--- src/rtl/mvb_pkg.sv ---
// Shared types and frame-length helpers for the MVB receive sequencer.
package mvb_pkg;

  typedef enum logic [2:0] {
    StIdle,
    StMData,
    StMEnd,
    StWaitReply,
    StSData,
    StSEnd
  } state_e;

  typedef enum logic [2:0] {
    ErrNone    = 3'd0,
    ErrDelim   = 3'd1,
    ErrLen     = 3'd2,
    ErrEndTo   = 3'd3,
    ErrReplyTo = 3'd4,
    ErrUnexp   = 3'd5,
    ErrFcode   = 3'd6
  } err_e;

  localparam int unsigned M_TOTAL_BITS = 24;
  localparam int unsigned M_HDR_BITS   = 16;

  // Slave frame length: 16<<fcode data bits plus 8 check bits per 64 data bits (min 8).
  function automatic int unsigned slave_bits(input logic [3:0] fcode);
    int unsigned data_bits;
    int unsigned chk_bits;
    if (fcode > 4'd4) begin
      return 32'd24;
    end
    data_bits = 32'd16 << fcode;
    chk_bits  = (data_bits / 32'd64) * 32'd8;
    if (chk_bits < 32'd8) begin
      chk_bits = 32'd8;
    end
    return data_bits + chk_bits;
  endfunction

  function automatic logic is_reserved(input logic [3:0] fcode);
    return (fcode >= 4'd5) && (fcode <= 4'd7);
  endfunction

endpackage

--- src/rtl/mvb_timeout_timer.sv ---
// Cycle timer: cleared while idle, counts while enabled, pulses on the last allowed cycle.
module mvb_timeout_timer #(
  parameter int unsigned Width = 9
) (
  input  logic             clk_6M,
  input  logic             rst,
  input  logic             clear,
  input  logic             enable,
  input  logic [Width-1:0] limit,
  output logic             expire
);

  logic [Width-1:0] cnt_q, cnt_d;

  always_comb begin
    cnt_d = cnt_q;
    if (clear) begin
      cnt_d = '0;
    end else if (enable) begin
      cnt_d = cnt_q + 1'b1;
    end
  end

  always_ff @(posedge clk_6M or negedge rst) begin
    if (!rst) begin
      cnt_q <= '0;
    end else begin
      cnt_q <= cnt_d;
    end
  end

  assign expire = enable && !clear && (cnt_q == limit - 1'b1);

endmodule

--- src/rtl/mvb_frame_rx_ctrl.sv ---
// MVB receive sequencer: tracks master/slave frame boundaries, captures F_code/address,
// requests end-delimiter evaluation and flags delimiter, length and timeout errors.
module mvb_frame_rx_ctrl
  import mvb_pkg::*;
#(
  parameter int unsigned REPLY_TIMEOUT = 256,
  parameter int unsigned END_WAIT      = 8,
  parameter int unsigned CNT_W         = 9
) (
  input  logic        clk_6M,
  input  logic        rst,
  input  logic        M_frame,
  input  logic        S_frame,
  input  logic        E_frame,
  input  logic        E_delimit,
  input  logic        E_length,
  input  logic        bit_valid,
  input  logic        bit_data,
  output logic        frame_end,
  output logic        shift_en,
  output logic        in_slave,
  output logic [3:0]  fcode,
  output logic [11:0] addr,
  output logic        frame_done,
  output logic        frame_err,
  output logic [2:0]  err_code,
  output logic        reply_to
);

  localparam int unsigned TmrMax = (REPLY_TIMEOUT > END_WAIT) ? REPLY_TIMEOUT : END_WAIT;
  localparam int unsigned TmrW   = $clog2(TmrMax + 1);

  state_e           st_q, st_d;
  logic             m_frame_q, s_frame_q;
  logic             m_start, s_start;
  logic [CNT_W-1:0] bit_cnt_q, bit_cnt_d, bit_cnt_inc, slave_len;
  logic [15:0]      hdr_q, hdr_d;
  logic [3:0]       fcode_q, fcode_d;
  logic [11:0]      addr_q, addr_d;
  logic             done_q, done_d, err_q, err_d, rto_q, rto_d;
  err_e             code_q, code_d;
  logic             in_end, in_wait, end_exp, reply_exp;

  assign m_start     = M_frame & ~m_frame_q;
  assign s_start     = S_frame & ~s_frame_q;
  assign bit_cnt_inc = bit_cnt_q + 1'b1;
  assign slave_len   = CNT_W'(slave_bits(fcode_q));
  assign in_end      = (st_q == StMEnd) || (st_q == StSEnd);
  assign in_wait     = (st_q == StWaitReply);

  mvb_timeout_timer #(.Width(TmrW)) u_end_timer (
    .clk_6M (clk_6M),
    .rst    (rst),
    .clear  (!in_end),
    .enable (in_end),
    .limit  (TmrW'(END_WAIT)),
    .expire (end_exp)
  );

  mvb_timeout_timer #(.Width(TmrW)) u_reply_timer (
    .clk_6M (clk_6M),
    .rst    (rst),
    .clear  (!in_wait),
    .enable (in_wait),
    .limit  (TmrW'(REPLY_TIMEOUT)),
    .expire (reply_exp)
  );

  always_comb begin
    st_d      = st_q;
    bit_cnt_d = bit_cnt_q;
    hdr_d     = hdr_q;
    fcode_d   = fcode_q;
    addr_d    = addr_q;
    done_d    = 1'b0;
    err_d     = 1'b0;
    rto_d     = 1'b0;
    code_d    = ErrNone;

    if (E_delimit) begin
      st_d   = StIdle;
      err_d  = 1'b1;
      code_d = ErrDelim;
    end else begin
      unique case (st_q)
        StIdle: begin
          if (m_start) begin
            st_d      = StMData;
            bit_cnt_d = '0;
          end else if (s_start) begin
            err_d  = 1'b1;
            code_d = ErrUnexp;
          end
        end
        StMData: begin
          if (m_start) begin
            err_d  = 1'b1;
            code_d = ErrUnexp;
          end else if (bit_valid) begin
            bit_cnt_d = bit_cnt_inc;
            if (bit_cnt_q < CNT_W'(M_HDR_BITS)) begin
              hdr_d = {hdr_q[14:0], bit_data};
            end
            if (bit_cnt_inc == CNT_W'(M_TOTAL_BITS)) begin
              st_d = StMEnd;
            end
          end
        end
        StMEnd, StSEnd: begin
          if (E_length) begin
            st_d   = StIdle;
            err_d  = 1'b1;
            code_d = ErrLen;
          end else if (E_frame) begin
            done_d = 1'b1;
            st_d   = StIdle;
            if (st_q == StMEnd) begin
              fcode_d = hdr_q[15:12];
              addr_d  = hdr_q[11:0];
              if (is_reserved(hdr_q[15:12])) begin
                err_d  = 1'b1;
                code_d = ErrFcode;
              end else begin
                st_d = StWaitReply;
              end
            end
          end else if (end_exp) begin
            st_d   = StIdle;
            err_d  = 1'b1;
            code_d = ErrEndTo;
          end
        end
        StWaitReply: begin
          if (reply_exp) begin
            st_d   = StIdle;
            err_d  = 1'b1;
            rto_d  = 1'b1;
            code_d = ErrReplyTo;
          end else if (s_start) begin
            st_d      = StSData;
            bit_cnt_d = '0;
          end else if (m_start) begin
            err_d  = 1'b1;
            code_d = ErrUnexp;
          end
        end
        StSData: begin
          if (m_start) begin
            err_d  = 1'b1;
            code_d = ErrUnexp;
          end else if (bit_valid) begin
            bit_cnt_d = bit_cnt_inc;
            if (bit_cnt_inc == slave_len) begin
              st_d = StSEnd;
            end
          end
        end
        default: st_d = StIdle;
      endcase
    end

    // A new master start always wins the next state, even when an error is flagged.
    if (err_d && m_start) begin
      st_d      = StMData;
      bit_cnt_d = '0;
    end
  end

  always_ff @(posedge clk_6M or negedge rst) begin
    if (!rst) begin
      st_q      <= StIdle;
      m_frame_q <= 1'b0;
      s_frame_q <= 1'b0;
      bit_cnt_q <= '0;
      hdr_q     <= '0;
      fcode_q   <= '0;
      addr_q    <= '0;
      done_q    <= 1'b0;
      err_q     <= 1'b0;
      rto_q     <= 1'b0;
      code_q    <= ErrNone;
    end else begin
      st_q      <= st_d;
      m_frame_q <= M_frame;
      s_frame_q <= S_frame;
      bit_cnt_q <= bit_cnt_d;
      hdr_q     <= hdr_d;
      fcode_q   <= fcode_d;
      addr_q    <= addr_d;
      done_q    <= done_d;
      err_q     <= err_d;
      rto_q     <= rto_d;
      if (err_d) begin
        code_q <= code_d;
      end
    end
  end

  assign frame_end  = in_end;
  assign in_slave   = (st_q == StSData) || (st_q == StSEnd);
  assign shift_en   = bit_valid && ((st_q == StMData) || (st_q == StSData));
  assign fcode      = fcode_q;
  assign addr       = addr_q;
  assign frame_done = done_q;
  assign frame_err  = err_q;
  assign err_code   = code_q;
  assign reply_to   = rto_q;

endmodule

--- config.mk ---
export PLATFORM = sky130hd
export DESIGN_NAME = mvb_frame_rx_ctrl
export DESIGN_NICKNAME = d
export VERILOG_FILES = /design/src/rtl/mvb_pkg.sv /design/src/rtl/mvb_timeout_timer.sv /design/src/rtl/mvb_frame_rx_ctrl.sv
export SDC_FILE = /design/constraint.sdc
export NUM_CORES = 1
export LEC_CHECK = 0
export CAP_MARGIN = 0
export CORE_UTILIZATION = 55
export CTS_BUF_LIST = sky130_fd_sc_hd__clkbuf_4 sky130_fd_sc_hd__clkbuf_8
export CTS_CLUSTER_SIZE = 28
export DETAILED_ROUTE_END_ITERATION = 6
export MAX_ROUTING_LAYER = met4
export PLACE_DENSITY_LB_ADDON = 0.2
export SYNTH_ARGS = -nofsm -noshare
export SYNTH_HDL_FRONTEND = slang
export SYNTH_HIERARCHICAL = 1
export SYNTH_SLANG_ARGS = --single-unit
--- constraint.sdc ---
create_clock -name clk_6M -period 9.4 [get_ports clk_6M]
set_clock_uncertainty 0.1 [all_clocks]
set_input_delay 0.94 -clock clk_6M [delete_from_list [all_inputs] [get_ports clk_6M]]
set_output_delay 0.94 -clock clk_6M [all_outputs]
set_load 0.005 [all_outputs]
==> impl.org <==
** Logic synthesis
- Yosys top cell by area :: dfrtp_1
- By count the netlist is led by 70 x dfrtp_1, 44 x nor2_1, 31 x mux2_2.
- In the post-synthesis netlist, the cell with the most instances is dfrtp_1.
- The number of different library cells used by synthesis comes to 68.
- Yosys attributes the largest share of cell area to dfrtp_1 39%, mux2_2 7.7%, xnor2_1 5.4%.
- The synthesized design contains 70 register bits.
- Number of instances in the synthesized netlist :: 483
- For this run, the leading register cell type out of synthesis is dfrtp_1.
- Average instance area after synthesis :: 9.39 um2
- Cell area after technology mapping :: 0.00453 mm2
- The top cell type by area accounts for 38.6% of the synthesized area.
- Sequential share of the synthesized area :: 38.6%
- Of all flip-flops after synthesis, the portion carrying an async set or reset was 100%.
- For this run, the number of Yosys warnings is 6.
- Yosys mapped a number of flops with a built-in enable equal to 0.

** Clock network
- Clock sinks :: 70
- Later-pin clock latency in the skew report :: 0.36 ns
- Number of hold-repair buffers added at the cts stage :: 0
- Resized cells post-CTS :: 0
- Clock-pin slew was measured on the worst setup and hold paths at 0.09 ns.
- In this run the post-CTS setup repair buffer count came out at 0.
- Buffers from clock root to sink, at most :: 2
- TritonCTS clock tree :: done
- Buffers inserted during clock tree synthesis total 9.
- Clock Root Buffer :: clkbuf_8
- Depth of the CTS H-tree :: 3

** Min path
- The worst hold path belongs to the class flip-flop to flip-flop.

** Setup path
- Path type of the worst setup path :: flip-flop to flip-flop
- Nature of the critical path endpoint :: flip-flop
- The worst setup path is launched from a flip-flop.
- Crit-path max FO :: 19
- For the worst setup path, the data required time is 9.58 ns.
- Arrival time worst endpoint :: 4.70 ns

** Timing
- The final-report max-slew violation count was 0.
- Maximum clock rate :: 0.221 GHz
- Final critical-path share of the clock period :: 48.1%
- Headroom to the max-slew limit came out at 41.3%.
- PnR worst setup slack :: 4.88 ns
- Setup repair after global routing left no endpoint under its margin.
- After layout, the minimum clock period comes to 4.52 ns.
- The number of hold violations in the final report was 0.
- Worst Max-Slew Pin Slew :: 0.881 ns
- Final number of setup-violating endpoints :: 0
- Setup_tns :: 0 ns

** Detailed routing
- Detailed-route via count :: 3,685
- After detailed routing, the number of remaining DRC violations is 0.
- In this run, the number of DRC markers left after iteration 0 of detailed routing was 242.
- Dividing the detail-routed wire length by the instance count gives 13.9 um.
- Dividing the detail-routed via count by the number of cells gives 5.41.
- Remaining antenna violation count after routing :: 0
- Detailed-routing iteration count for the pre-antenna-repair pass :: 5
- For this block, the routed nets add up to 9450 um of wire.

** Floorplan
- Total Die Area :: 0.00861 mm2
- In this run the vertical extent of the chip is 92.8 um.
- Number of top-level pins :: 34
- Width of the die :: 92.8 um
- Once the floorplan was initialized, standard cells occupied 57.8% of the core.
- Number of standard-cell rows in the floorplan :: 32
- The floorplan step defined a core boundary enclosing 0.00785 mm2.

** Place
- Routability-driven placement congestion ratio :: 0.892
- Once detailed placement completed, the half-perimeter wirelength came to 6780 um.
- Post-place setup slack :: 4.96 ns
- Port Buffer Count :: 33

** Final layout
- The repair_antennas step left the layout with diodes totalling 0.
- Signed area change from the synthesized netlist to the final layout :: 18.3%
- The filler cells instantiated in the layout total 623.
- Post-layout nets :: 595
- Cells with a size suffix above 1 make up 11.9% of the layout.

** Power and ir drop
- Across the VDD grid, the largest voltage drop is 0.141 mV.
- In this run the static leakage power is 2.36 nW.
- Switching share of total power :: 34.4%
- Ratio of total power to cell area :: 161 mW/mm2
- Relative contribution of the clock network to total power :: 29.2%
- Internal portion of total power :: 0.567 mW
- Per report_power, the combinational group accounts for 27.7% of the total.
- Sequential cells account for 43.1% of the total power.
- In this run the power spent charging and discharging nets is 0.297 mW.

** GRT
- Global Route Usage Sum :: 24.8%
- Initial antenna violation count :: 0
- Wire length of the first global-routing pass :: 16,400 um
- Global routing finished with a remaining overflow of 0.
- Via count of the first global-routing pass :: 3,634
- Entering global routing, the biggest net connects 71 pins.

** Status
- The flow ran to the end, and the final reports show no timing, DRC or antenna violations.

** Job
- Max Cap Violations :: 0
-- layout make-up --
class / instances / area, um2 / share of cell area [%]
clock buffer: 9 / 124 / 2.31
inverter: 15 / 56.3 / 1.05
sequential: 70 / 1750 / 32.7
clock inverter: 7 / 81.3 / 1.52
tap: 102 / 128 / 2.38
timing repair buffer: 35 / 340 / 6.35
multi-input combinational: 443 / 2880 / 53.7
-- power by group through the flow --
stage / clock, mW / sequential (mW) / combinational, mW
floorplan: 0 / 0.353 / 0.186
global placement: 0 / 0.376 / 0.231
detailed placement: 0 / 0.378 / 0.235
CTS: 0.257 / 0.372 / 0.237
global route: 0.270 / 0.379 / 0.270
finish: 0.253 / 0.373 / 0.239
-- flip-flops by register name (all words and copies together) (netlist names) --
name,count
bit_cnt_q,9
addr,12
reply_to,1
u_end_timer/cnt_q,9
frame_done,1
frame_err,1
err_code,3
u_reply_timer/cnt_q,9
m_frame_q,1
fcode,4
st_q,3
hdr_q,16
s_frame_q,1
-- cell families after synthesis --
group / Yosys count / synth area share, %
and+or+nand+nor: 196 / 23.9
buffers and inverters: 38 / 3.42
other: 2 / 0.166
DFF: 70 / 38.6
AOI/OAI and AO/OA: 80 / 12.2
muxes: 33 / 8.14
xor gates and xnor gates: 52 / 10.0
adders and majority gates: 12 / 3.48
-- cell usage in the layout, fill, tap and decap left out, types with 4 or more instances in the layout --
cell type	n
dfrtp_1	70
conb_1	70
nor2_1	44
clkdlybuf4s50_1	32
mux2_2	31
xnor2_1	28
nand2_1	25
xor2_1	24
o21ai_0	17
nor3_1	16
inv_1	14
a21oi_1	14
nand2b_1	13
nand3_1	13
nor4_1	12
nand4_1	11
ha_1	11
clkbuf_8	9
nor3b_1	8
nor2b_1	7
or3_1	7
o21ai_1	7
and2_1	6
and3_1	6
and4_1	5
a211oi_1	5
or2_2	4
o31ai_1	4
nand3b_1	4
-- worst max-delay path: stages, from the launching register on --
cell and delay [ns]:
dfrtp_1 0.70, inv_1 0.21, or2_2 0.43, inv_1 0.24
nand4b_1 0.13, or4_4 0.49, a2111oi_2 0.59, a22oi_1 0.19
nor2_1 0.26, nor4_1 0.14, o21a_1 0.35, or2_1 0.37
o31ai_1 0.26
-- final timing paths --
| check | startpoint | end | slack (ns) | depth (start not counted) |
|---|---|---|---|---|
| setup / recovery | st_q[0]$_DFFE_PN0P_ | bit_cnt_q[3]$_DFFE_PN0P_ | 4.88 | 12 |
| hold / removal | addr[10]$_DFFE_PN0P_ | addr[10]$_DFFE_PN0P_ | 0.41 | 1 |
| setup reg to reg | st_q[0]$_DFFE_PN0P_ | bit_cnt_q[3]$_DFFE_PN0P_ | 4.88 | 12 |
| hold reg to reg | addr[10]$_DFFE_PN0P_ | addr[10]$_DFFE_PN0P_ | 0.41 | 1 |
| max in group asynchronous | rst | u_reply_timer/cnt_q[1]$_DFFE_PN0P_ | 7.95 | 2 |
| min in group asynchronous | rst | bit_cnt_q[7]$_DFFE_PN0P_ | 0.67 | 2 |
-- metal layers --
layer | routed length, um | GRT usage, % | vias up
li1 | - | - | 1833
met1 | 4330 | 30.3 | 1751
met2 | 4440 | 40.6 | 89
met3 | 560 | 6.49 | 12
met4 | 119 | 7.31 | 0
met5 | 0 | - | -
-- stage by stage --
stage | hold slack [ns] | cell area, um2 | cells | utilization (%) | power (mW)
6_report | 0.414 | 5360 | 681 | 68.3 | 0.865
5_1_grt | 0.429 | 5360 | 681 | 68.3 | 0.919
4_1_cts | 0.416 | 5360 | 681 | 68.3 | 0.866
3_5_place_dp | 0.396 | 5160 | 665 | 65.7 | 0.613
3_3_place_gp | 0.385 | 5160 | 665 | 65.7 | 0.606
2_1_floorplan | 0.368 | 4790 | 551 | - | 0.538
(Power assumes the default switching activity.)
